### src/rtl/ref_bit_fifo.sv
`default_nettype none
// +----------------------------------------------------------------------------+
// | ref_bit_fifo : DEPTHx1 reference-bit FIFO with empty-FIFO bypass           |
// | Revision     : 1.0                                                         |
// +----------------------------------------------------------------------------+
module ref_bit_fifo #(
    parameter int DEPTH = 64
) (
    input  logic clk,
    input  logic rst,
    input  logic clear,
    input  logic push,
    input  logic pop,
    input  logic din,
    output logic dout,
    output logic full,
    output logic empty
);

    localparam int             AW      = $clog2(DEPTH);
    localparam logic [AW:0]    FULL_CT = (AW+1)'(DEPTH);

    logic [DEPTH-1:0] mem_q, mem_d;
    logic [AW-1:0]    wr_ptr_q, wr_ptr_d;
    logic [AW-1:0]    rd_ptr_q, rd_ptr_d;
    logic [AW:0]      count_q, count_d;
    logic             bypass, wr_en, rd_en;

    assign empty  = (count_q == '0);
    assign full   = (count_q == FULL_CT);
    // An empty FIFO hands the incoming bit straight through as the reference.
    assign bypass = push && pop && empty;
    assign wr_en  = push && !bypass && (!full || pop);
    assign rd_en  = pop && !empty;
    assign dout   = empty ? din : mem_q[rd_ptr_q];

    always_comb begin
        mem_d    = mem_q;
        wr_ptr_d = wr_ptr_q;
        rd_ptr_d = rd_ptr_q;
        count_d  = count_q;
        if (clear) begin
            wr_ptr_d = '0;
            rd_ptr_d = '0;
            count_d  = '0;
        end else begin
            if (wr_en) begin
                mem_d[wr_ptr_q] = din;
                wr_ptr_d        = wr_ptr_q + AW'(1);
            end
            if (rd_en) begin
                rd_ptr_d = rd_ptr_q + AW'(1);
            end
            case ({wr_en, rd_en})
                2'b10:   count_d = count_q + (AW+1)'(1);
                2'b01:   count_d = count_q - (AW+1)'(1);
                default: count_d = count_q;
            endcase
        end
    end

    // Storage contents are don't-care while empty, so only control is reset.
    always_ff @(posedge clk) begin
        mem_q <= mem_d;
    end

    always_ff @(posedge clk or negedge rst) begin
        if (!rst) begin
            wr_ptr_q <= '0;
            rd_ptr_q <= '0;
            count_q  <= '0;
        end else begin
            wr_ptr_q <= wr_ptr_d;
            rd_ptr_q <= rd_ptr_d;
            count_q  <= count_d;
        end
    end

endmodule
`default_nettype wire

### config.mk
export PLATFORM = sky130hd
export DESIGN_NAME = ref_bit_fifo
export DESIGN_NICKNAME = d
export VERILOG_FILES = /design/src/rtl/ref_bit_fifo.sv
export SDC_FILE = /design/constraint.sdc
export NUM_CORES = 1
export LEC_CHECK = 0
export BUFFER_PORTS_ARGS = -buffer_cell sky130_fd_sc_hd__clkbuf_2
export CAP_MARGIN = 0
export CORE_MARGIN = 1.5
export CORE_UTILIZATION = 62
export CTS_CLUSTER_SIZE = 12
export DETAILED_ROUTE_END_ITERATION = 6
export GPL_ROUTABILITY_DRIVEN = 0
export GPL_TIMING_DRIVEN = 0
export PLACE_DENSITY = 0.9
export SLEW_MARGIN = 20
export SYNTH_ARGS = -nofsm -noshare
export SYNTH_HDL_FRONTEND = slang
export SYNTH_SLANG_ARGS = --single-unit
### constraint.sdc
create_clock -name clk -period 3.3 [get_ports clk]
set_input_delay 0.66 -clock clk [delete_from_list [all_inputs] [get_ports clk]]
set_output_delay 0.66 -clock clk [all_outputs]
set_load 0.005 [all_outputs]
==> results of run 1 <==
per-stage QoR:
stage                     hold WS, ns  util [%]  std cells  total power, W
after floorplan                 0.364         -        333         0.00160
after global placement          0.554      66.2        418         0.00172
after detailed placement        0.562      66.2        418         0.00175
after CTS                       0.242      69.2        434         0.00245
after global routing            0.262      69.2        434         0.00255
final                           0.228      69.2        434         0.00245
final cells by class:
cell class	count	area, um^2	share of cell area, %
clock buffer	9	124	2.83
tap	77	96.3	2.20
inverter	3	11.3	0.258
sequential	83	2400	54.8
buffer	21	95.1	2.18
clock inverter	7	65.1	1.49
timing repair buffer	8	40.0	0.916
multi-input combinational	226	1540	35.3
worst max-delay path, stage by stage (launching register included):
cell and delay, ns:
sky130_fd_sc_hd__dfrtp_1 0.38, sky130_fd_sc_hd__clkbuf_4 0.30, sky130_fd_sc_hd__mux4_2 0.55, sky130_fd_sc_hd__mux2i_1 0.26, sky130_fd_sc_hd__o2111ai_1 0.17, sky130_fd_sc_hd__nand4b_1 0.13, sky130_fd_sc_hd__o311ai_0 0.13, sky130_fd_sc_hd__clkbuf_2 0.14
sequential cells by signal (all words and copies together) (netlist names):
signal,cells
mem_q,64
count_q,7
rd_ptr_q,6
wr_ptr_q,6
worst max path at each step:
stage	end	slack, ns	cells past startpoint
2_1_floorplan	count_q[6]	0.77	9
3_3_place_gp	dout	0.47	7
3_5_place_dp	dout	0.50	7
4_1_cts	dout	0.08	7
5_1_grt	dout	0.07	7
6_report	dout	0.22	7
cell usage in the layout (no fill, tap or decap), types with 4 or more instances in the layout:
cell                        n
sky130_fd_sc_hd__nor2_1    83
sky130_fd_sc_hd__edfxtp_1  64
sky130_fd_sc_hd__dfrtp_1   19
sky130_fd_sc_hd__nand2_1   18
sky130_fd_sc_hd__mux4_2    15
sky130_fd_sc_hd__clkbuf_1  12
sky130_fd_sc_hd__nand3_1    9
sky130_fd_sc_hd__clkbuf_2   9
sky130_fd_sc_hd__clkbuf_8   9
sky130_fd_sc_hd__xnor2_1    8
sky130_fd_sc_hd__nand4_1    8
sky130_fd_sc_hd__nand3b_1   8
sky130_fd_sc_hd__a21oi_1    8
sky130_fd_sc_hd__mux2i_1    7
sky130_fd_sc_hd__xor2_1     7
sky130_fd_sc_hd__nor3_1     5
sky130_fd_sc_hd__nor2b_1    5
sky130_fd_sc_hd__or3_1      4
sky130_fd_sc_hd__ha_1       4
sky130_fd_sc_hd__inv_6      4
power by group:
part | switching [W] | internal [W]
Clock | 0.000420 | 0.000294
Sequential | 0.0000473 | 0.00116
Combinational | 0.000300 | 0.000225
Total | 0.000768 | 0.00168
cells by family (layout without fill, tap and decap cells):
logic type | after synthesis | after routing
compound gates | 31 | 31
xor+xnor | 15 | 15
fa+ha+maj | 4 | 4
buf+inv | 24 | 48
flops | 83 | 83
mux | 24 | 24
simple gates | 152 | 152
layer usage:
| metal | up-vias | routed length, um |
|---|---|---|
| li1 | 1257 | - |
| met1 | 1400 | 3320 |
| met2 | 153 | 4090 |
| met3 | 17 | 648 |
| met4 | 0 | 218 |
| met5 | - | 0 |
==> metrics.md, run 1 <==
| Metric | Value |
|---|---|
| Die area | `0.00701 mm^2` |
| Mean post-synth cell area | `around 12 um^2` |
| Drt first-iter violations | `290` |
| Detailed-route wire length | `8280 um` |
| Cell area reported after detailed placement | `0.00418 mm^2` |
| Total power density per cell area | `559 mW/mm^2` |
| Final WS setup | `0.221 ns` |
| Count of flip-flops with a built-in enable after synthesis | `between 60 and 70` |
| Number of nets with antenna violations after detailed routing | `0` |
| Aggregate global-route resource usage | `between 20% and 30%` |
| Top cell type's share of synthesized area | `47.6%` |
| Worst vdd ir | `0.000396 V` |
| Largest area contributor in the synthesized netlist | `sky130_fd_sc_hd__edfxtp_1` |
| Global route hottest layer | `met2` |
| Count of distinct cell types in the synthesized netlist | `44` |
| Number of core rows | `29` |
| Placeable core region | `~0.0063 mm^2` |
| Global-route track usage on met1 | `35.9%` |
| Synth Warn # | `0` |
| Adder-cell share of the synthesized area | `about 1.2%` |
| Critical path capture point type | `output pin` |
| Slew at the pin closest to its max-slew limit | `1.00 ns` |
| Number of top-level design ports | `9` |
| Most common flop cell mapped by yosys | `sky130_fd_sc_hd__edfxtp_1` |
| Worst r2r dst | `count_q[6]` |
| Post-Synth XOR/XNOR Area | `3.25%` |
| Final clock skew | `between 0.01 and 0.015 ns` |
| Synth-to-layout area growth | `8.17%` |
| CTS HTree Levels | `3` |
| Status | `complete, no violations` |
| Required time of the critical path | `about 2.6 ns` |
| Detailed-routing iteration count for the pre-antenna-repair pass | `5` |
| Class of the tightest hold or removal check | `primary input to asynchronous set/reset pin` |
| Final instance area | `0.00437 mm^2` |
| Number of buffers added by the clock tree synthesis step | `9` |
| Number of endpoints failing setup at the final stage | `0` |
| DRC errors left | `0` |
| Proportion of synthesized area in mux cells | `10.7%` |
| Fraction of synthesis flops using an asynchronous set or reset pin | `a little under a quarter` |
| Summed negative setup slack over all endpoints | `0 ns` |
| Static Leakage | `1.43 nW` |
| Main combinational cell family by area after synthesis | `simple AND/OR/NAND/NOR gates` |
| Diodes inserted | `0` |
| Final period util | `slightly above 90%` |
| Routed wire length per instance | `19.1 um` |
| Startpoint of the worst setup timing path | `rd_ptr_q[1]` |
| Fraction of layout cells with a size suffix above 1 | `14.3%` |
| Met2 track demand over resource | `between 30 and 40%` |
| Fraction of the mapped netlist area in compound gates | `5.57%` |
| Post-CTS setup repair buffer count | `0` |
| Worst reg2reg path startpoint | `count_q[1]` |
| Final global-route overflow total | `0` |
| HPWL after detailed placement | `5350 um` |
| Seq/Total Area, Yosys | `59.3%` |
| Post-synth top cells | `sky130_fd_sc_hd__nor2_1 (83), sky130_fd_sc_hd__edfxtp_1 (64), sky130_fd_sc_hd__dfrtp_1 (19), sky130_fd_sc_hd__nand2_1 (18), sky130_fd_sc_hd__mux4_2 (15)` |
| Logic depth of the worst register-to-register path | `9` |
| Initial core utilization | `64.0%` |
| # nets final | `362` |
| Cts repair resizes | `0` |
| Worst slack at placement | `0.504 ns` |
| Clock sink total | `83` |
| IO Port Bufs | `8` |
| CTS tree | `done` |
| DR vias | `about 2800` |
| Number of vias per cell after detailed routing | `6.51` |
| Worst-case register-to-register setup slack | `0.41 ns` |
| Wire length of the first global-routing pass | `13700 um` |
| Via count of the first global-routing pass | `2730` |
| Fmax | `0.325 GHz` |
| Final period demand of the worst path | `3.08 ns` |
| Register bit total from synthesis | `83` |
| Pin count of the biggest net entering global routing | `66` |
| Met3 usage in global routing | `4.95%` |
| Most common cell in the netlist | `sky130_fd_sc_hd__nor2_1` |
| Maximum root-to-sink buffer count | `2` |
| Number of max-slew violations in the final report | `0` |
| RSZ-0062 raised after global routing | `false` |
| Worst-path fanout max | `10` |
| Final Hold Vio Count | `0` |
| Worst Path Arrival | `2.42 ns` |
| CTS clock-pin slew for the worst setup and hold paths | `0.09 ns` |
| Number of hold-repair buffers added at the cts stage | `0` |
| Worst setup path class | `register to output pin` |
| Critical Path Source Type | `register` |
| Clock insertion delay at the later pin of the skew report | `between 0.3 and 0.4 ns` |
| Leading post-synthesis cells by cell area | `sky130_fd_sc_hd__edfxtp_1 (48%), sky130_fd_sc_hd__dfrtp_1 (12%), sky130_fd_sc_hd__mux4_2 (8.4%), sky130_fd_sc_hd__nor2_1 (7.7%), sky130_fd_sc_hd__mux2i_1 (1.7%)` |
| Initial antenna violation count | `0` |
| Die height | `around 84 um` |
| Net count of the mapped netlist | `about 340` |
| Number of cells produced by synthesis | `333` |
| Filler Cells Inserted | `around 440` |
| Maximum capacitance violations | `0` |
| Post-synth design cell area | `0.00404 mm^2` |
| Clock tree root driver cell | `sky130_fd_sc_hd__clkbuf_8` |
| Worst slew margin relative to its limit | `33.4%` |
| Die X | `83.7 um` |
| Fraction of the mapped netlist area in simple logic gates | `17.5%` |
Note: power is estimated with default switching activity, not from simulation.
==> inputs of run 2 (changes only) <==
==> constraint.sdc (replaced) <==
create_clock -name clk -period 3.4 [get_ports clk]
set_input_delay 0.68 -clock clk [delete_from_list [all_inputs] [get_ports clk]]
set_output_delay 0.68 -clock clk [all_outputs]
set_load 0.005 [all_outputs]
==> metrics.md, run 2 (synthesis results as in run 1) <==
| Metric | Value |
|---|---|
| Status | `complete, no violations` |
| HPWL after detailed placement | `5350 um` |
| Final Hold Vio Count | `0` |
| Pin count of the biggest net entering global routing | `66` |
| IO Port Bufs | `8` |
| Clock sink total | `between 80 and 90` |
| Aggregate global-route resource usage | `25.9%` |
| Via count of the first global-routing pass | `2730` |
| Slew at the pin closest to its max-slew limit | `0.991 ns` |
| Number of vias per cell after detailed routing | `6.47` |
| Largest stage delay on the critical path | `0.55 ns` |
| Final period demand of the worst path | `3.20 ns` |
| Synth-to-layout area growth | `8.08%` |
| Final WS setup | `~0.2 ns` |
| Logic depth of the worst register-to-register path | `9` |
| Number of max-slew violations in the final report | `0` |
| Number of nets with antenna violations after detailed routing | `0` |
| Total Power Consumption | `0.00237 W` |
| CP bufs+invs | `2` |
| Worst slack at placement | `0.584 ns` |
| Placeable core region | `0.00631 mm^2` |
| RSZ-0062 raised after global routing | `false` |
| Initial core utilization | `64.0%` |
| Routed wire length per instance | `between 15 and 20 um` |
| DRC errors left | `0` |
| Worst slack on hold paths | `0.254 ns` |
| Die area | `0.00701 mm^2` |
| Largest registers ranked by flip-flop count | `mem_q: 64 flops, count_q: 7 flops` |
| Maximum capacitance violations | `0` |
| Flip-flop count of the largest register, all copies and words added | `64` |
| Critical Path Source Type | `register` |
| Filler Cells Inserted | `roughly 440` |
| Class of the tightest hold or removal check | `primary input to asynchronous set/reset pin` |
| Detailed-route wire length | `8270 um` |
| Worst vdd ir | `approximately 0.00039 V` |
| Maximum root-to-sink buffer count | `2` |
| Storage cell area | `0.00240 mm^2` |
| Final clock skew | `roughly 0.011 ns` |
| Final period util | `between 90% and 100%` |
| Final global-route overflow total | `0` |
| CTS HTree Levels | `3` |
| CP top delay family | `buffers and inverters` |
| CTS tree | `done` |
| Die height | `between 80 and 90 um` |
| Wire length of the first global-routing pass | `about 14000 um` |
| Drt first-iter violations | `288` |
| Number of endpoints failing setup at the final stage | `0` |
| Required time of the critical path | `~2.7 ns` |
| Die X | `83.7 um` |
| Most common cell after layout, fill and taps aside | `sky130_fd_sc_hd__nor2_1` |
| Detailed-routing iteration count for the pre-antenna-repair pass | `4` |
| Most flop-heavy register | `mem_q` |
| Number of top-level design ports | `9` |
| CTS clock-pin slew for the worst setup and hold paths | `0.09 ns` |
| Initial antenna violation count | `0` |
| Worst reg2reg path startpoint | `count_q[1]` |
| Most frequent cells in the layout | `sky130_fd_sc_hd__nor2_1 (83), sky130_fd_sc_hd__edfxtp_1 (64), sky130_fd_sc_hd__dfrtp_1 (19), sky130_fd_sc_hd__nand2_1 (18), sky130_fd_sc_hd__mux4_2 (15)` |
| Fraction of layout cells with a size suffix above 1 | `14.0%` |
| Worst Path Arrival | `2.52 ns` |
| Clock insertion delay at the later pin of the skew report | `0.37 ns` |
| Static Leakage | `1.43 nW` |
| Final core occ | `69.2%` |
| Stages on worst setup path | `7` |
| Total power density per cell area | `543 mW/mm^2` |
| Summed negative setup slack over all endpoints | `0 ns` |
| Diodes inserted | `0` |
| Highest-delay cell along the critical path | `sky130_fd_sc_hd__clkbuf_1` |
| Worst-case register-to-register setup slack | `0.51 ns` |
| Clock tree root driver cell | `sky130_fd_sc_hd__clkbuf_8` |
| Number of hold-repair buffers added at the cts stage | `0` |
| Worst r2r dst | `count_q[6]` |
| Worst-path fanout max | `10` |
| Number of core rows | `29` |
| Number of buffers added by the clock tree synthesis step | `9` |
| Fmax | `around 0.31 GHz` |
| Worst slew margin relative to its limit | `33.9%` |
| Worst setup path class | `register to output pin` |
| Ordered list of cells on the worst path | `clkbuf_1 -> mux4_2 -> mux2i_1 -> o2111ai_1 -> nand4b_1 -> o311ai_0 -> clkbuf_2` |
| DR vias | `2806` |
| Area used by multi-input combinational logic | `0.00154 mm^2` |
| Critical path capture point type | `output pin` |
| # nets final | `362` |
## run 2: cell types whose count changed in the layout (fill, tap and decap cells not counted)
cell / before / now
sky130_fd_sc_hd__buf_2: 3 / 4
sky130_fd_sc_hd__clkbuf_1: 12 / 13
sky130_fd_sc_hd__clkbuf_2: 9 / 8
sky130_fd_sc_hd__clkbuf_4: 1 / 0
## run 2: where the power goes
part	leakage, nW	internal [W]	total, W	switching, W
Combinational	0.501	0.000218	0.000510	0.000292
Sequential	0.836	0.00112	0.00117	0.0000462
Clock	0.0951	0.000286	0.000692	0.000406
## run 2: through the flow
step / instances / instance area [um^2]
finish: 434 / 4370
global route: 434 / 4370
CTS: 434 / 4370
detailed placement: 418 / 4180
global placement: 418 / 4180
floorplan: 333 / 4040
## run 2: worst max path at each step
stage | slack, ns | startpoint | endpoint
after floorplan | 0.87 | count_q[1] | count_q[6]
after global placement | 0.55 | rd_ptr_q[1] | dout
after detailed placement | 0.58 | rd_ptr_q[1] | dout
after CTS | 0.16 | rd_ptr_q[1] | dout
after global routing | 0.05 | rd_ptr_q[1] | dout
final | 0.20 | rd_ptr_q[2] | dout
## run 2: area by class of cell
cell class              instances  share of cell area [%]
inverters                       3                   0.258
clock buffers                   9                    2.84
repair buffers                  8                   0.917
well taps                      77                    2.21
flip-flops and latches         83                    54.9
multi-input cells             226                    35.3
plain buffers                  21                    2.09
clock inverters                 7                    1.49
## run 2: what timing repair did
action | CTS | global route
resized for setup | 0 | 2
buffers inserted | 0 | 0
setup endpoints to repair | 0 | 1
endpoints found under the hold margin | 0 | 0
## run 2: routing by layer
layer	vias up	GRT usage (%)	wire, um
met5	-	0	0
met4	0	12.8	251
met3	22	4.95	585
met2	126	39.7	4070
met1	1401	35.9	3360
li1	1257	-	-
==> inputs of run 3 (changes only) <==
--- a/config.mk
+++ b/config.mk
@@ -5,10 +5,12 @@
 export SDC_FILE = /design/constraint.sdc
 export NUM_CORES = 1
 export LEC_CHECK = 0
+export ABC_CLOCK_PERIOD_IN_PS = 3400
 export BUFFER_PORTS_ARGS = -buffer_cell sky130_fd_sc_hd__clkbuf_2
 export CAP_MARGIN = 0
 export CORE_MARGIN = 1.5
 export CORE_UTILIZATION = 62
+export CTS_BUF_LIST = sky130_fd_sc_hd__clkbuf_16
 export CTS_CLUSTER_SIZE = 12
 export DETAILED_ROUTE_END_ITERATION = 6
 export GPL_ROUTABILITY_DRIVEN = 0
==> constraint.sdc (replaced) <==
create_clock -name clk -period 3.4 [get_ports clk]
set_input_delay 0.17 -clock clk [delete_from_list [all_inputs] [get_ports clk]]
set_output_delay 0.17 -clock clk [all_outputs]
set_load 0.005 [all_outputs]
==> metrics.md, run 3 (synthesis results as in run 1) <==
| Metric | Value |
|---|---|
| Detailed-routing iteration count for the pre-antenna-repair pass | `5` |
| Filler Cells Inserted | `424` |
| Wire length of the first global-routing pass | `13600 um` |
| Critical path capture point type | `register` |
| Placeable core region | `0.00631 mm^2` |
| Total Power Consumption | `between 0.002 and 0.003 W` |
| Die X | `about 84 um` |
| Die area | `roughly 0.007 mm^2` |
| Worst-path fanout max | `10` |
| Most common cell after layout, fill and taps aside | `sky130_fd_sc_hd__nor2_1` |
| RSZ-0062 raised after global routing | `false` |
| Most flop-heavy register | `mem_q` |
| Critical Path Source Type | `register` |
| Number of buffers added by the clock tree synthesis step | `9` |
| Most frequent cells in the layout | `sky130_fd_sc_hd__nor2_1 (83), sky130_fd_sc_hd__edfxtp_1 (64), sky130_fd_sc_hd__dfrtp_1 (19), sky130_fd_sc_hd__nand2_1 (18), sky130_fd_sc_hd__mux4_2 (15)` |
| Worst setup path class | `register to register` |
| HPWL after detailed placement | `5350 um` |
| Worst slack at placement | `0.623 ns` |
| CTS tree | `done` |
| Number of endpoints failing setup at the final stage | `0` |
| Worst slack on hold paths | `0.270 ns` |
| Diodes inserted | `0` |
| Final clock skew | `0.00900 ns` |
| Maximum root-to-sink buffer count | `2` |
| Total power density per cell area | `591 mW/mm^2` |
| Summed negative setup slack over all endpoints | `0 ns` |
| CTS clock-pin slew for the worst setup and hold paths | `0.07 ns` |
| Final WS setup | `approximately 0.53 ns` |
| Number of nets with antenna violations after detailed routing | `0` |
| DR vias | `2772` |
| Number of top-level design ports | `9` |
| Aggregate global-route resource usage | `25.9%` |
| Worst Path Arrival | `3.13 ns` |
| Cts repair resizes | `0` |
| Final Hold Vio Count | `0` |
| DRC errors left | `0` |
| Number of vias per cell after detailed routing | `6.37` |
| Class of the tightest hold or removal check | `primary input to register` |
| Clock tree root driver cell | `sky130_fd_sc_hd__clkbuf_16` |
| Ordered list of cells on the worst path | `or3_4 -> buf_6 -> o31ai_4 -> o21ai_0 -> ha_1 -> and3_1 -> o21bai_1 -> a311o_1 -> a31oi_1` |
| Initial antenna violation count | `0` |
| Routed wire length per instance | `19.1 um` |
| Maximum capacitance violations | `0` |
| Clock sink total | `83` |
| Drt first-iter violations | `283` |
| # nets final | `~360` |
| CTS HTree Levels | `3` |
| Status | `complete, no violations` |
| Largest registers ranked by flip-flop count | `mem_q: 64 flops, count_q: 7 flops` |
| Fraction of layout cells with a size suffix above 1 | `13.7%` |
| Final period demand of the worst path | `2.87 ns` |
| Worst vdd ir | `0.000501 V` |
| Worst slew margin relative to its limit | `35.7%` |
| Fmax | `0.349 GHz` |
| Final period util | `84.3%` |
| Initial core utilization | `64.0%` |
| Largest stage delay on the critical path | `about 0.46 ns` |
| Flip-flop count of the largest register, all copies and words added | `64` |
| Required time of the critical path | `3.67 ns` |
| Pin count of the biggest net entering global routing | `66` |
| Die height | `83.7 um` |
| Detailed-route wire length | `8320 um` |
| Number of max-slew violations in the final report | `0` |
| Via count of the first global-routing pass | `2677` |
| Clock insertion delay at the later pin of the skew report | `0.35 ns` |
| Number of core rows | `29` |
| Synth-to-layout area growth | `10.8%` |
| Static Leakage | `1.48 nW` |
| Slew at the pin closest to its max-slew limit | `between 0.9 and 1 ns` |
| Highest-delay cell along the critical path | `sky130_fd_sc_hd__dfrtp_1` |
| IO Port Bufs | `8` |
| Final global-route overflow total | `0` |
-- run 3: cell count changes in the layout (fill, tap and decap cells not counted) --
| cell | before | now |
|---|---|---|
| sky130_fd_sc_hd__clkbuf_1 | 13 | 14 |
| sky130_fd_sc_hd__clkbuf_16 | 0 | 9 |
| sky130_fd_sc_hd__clkbuf_2 | 8 | 7 |
| sky130_fd_sc_hd__clkbuf_8 | 9 | 0 |
| sky130_fd_sc_hd__dlygate4sd3_1 | 0 | 1 |
-- run 3: per-stage QoR --
step	instance area, um^2	util [%]	cells
floorplan	4040	-	333
global placement	4180	66.2	418
detailed placement	4180	66.2	418
CTS	4480	70.9	435
global route	4480	70.9	435
finish	4480	70.9	435
-- run 3: final timing paths --
kind / from / to / slack, ns / cells past startpoint
setup / recovery: count_q[1] / count_q[6] / 0.53 / 9
hold / removal: push / count_q[6] / 0.27 / 4
setup reg to reg: count_q[1] / count_q[6] / 0.53 / 9
hold reg to reg: rd_ptr_q[5] / rd_ptr_q[5] / 0.57 / 2
max in group asynchronous: rst / wr_ptr_q[5] / 2.76 / 2
min in group asynchronous: rst / count_q[6] / 0.31 / 2
-- run 3: worst max-delay path, delay by kind of cell (launching register included) --
family                   cells  cell delay [ns]
AO/OA/AOI/OAI                5             1.28
flip-flops                   1             0.46
adder cells (fa/ha/maj)      1             0.25
buffers and inverters        1             0.15
AND/OR/NAND/NOR              2             0.64
-- run 3: timing repair --
item,CTS,global route
hold buffers,1,0
buffers inserted,0,0
endpoints found under the hold margin,19,0
-- run 3: metal layers --
layer / wire length, um / GRT usage, % / vias to the layer above / part of all wire, %
met5: 0 / 0 / - / 0
met4: 196 / 13.6 / 0 / 2.4
met3: 548 / 3.86 / 17 / 6.6
met2: 4160 / 40.0 / 117 / 50
met1: 3410 / 36.3 / 1377 / 41
li1: - / - / 1261 / -
-- run 3: area by class of cell --
type	count	area, um^2	area share, %
Sequential cell	83	2400	53.5
Multi-Input combinational cell	226	1540	34.5
Clock buffer	9	225	5.03
Tap cell	77	96.3	2.15
Buffer	21	90.1	2.01
Clock inverter	7	65.1	1.45
Timing Repair Buffer	9	50.0	1.12
Inverter	3	11.3	0.251
-- run 3: report_power, final --
group | internal (W) | leakage (nW) | switching, W
clock network | 0.000516 | 0.141 | 0.000450
logic | 0.000218 | 0.502 | 0.000290
registers | 0.00112 | 0.836 | 0.0000464
total | 0.00186 | 1.48 | 0.000786
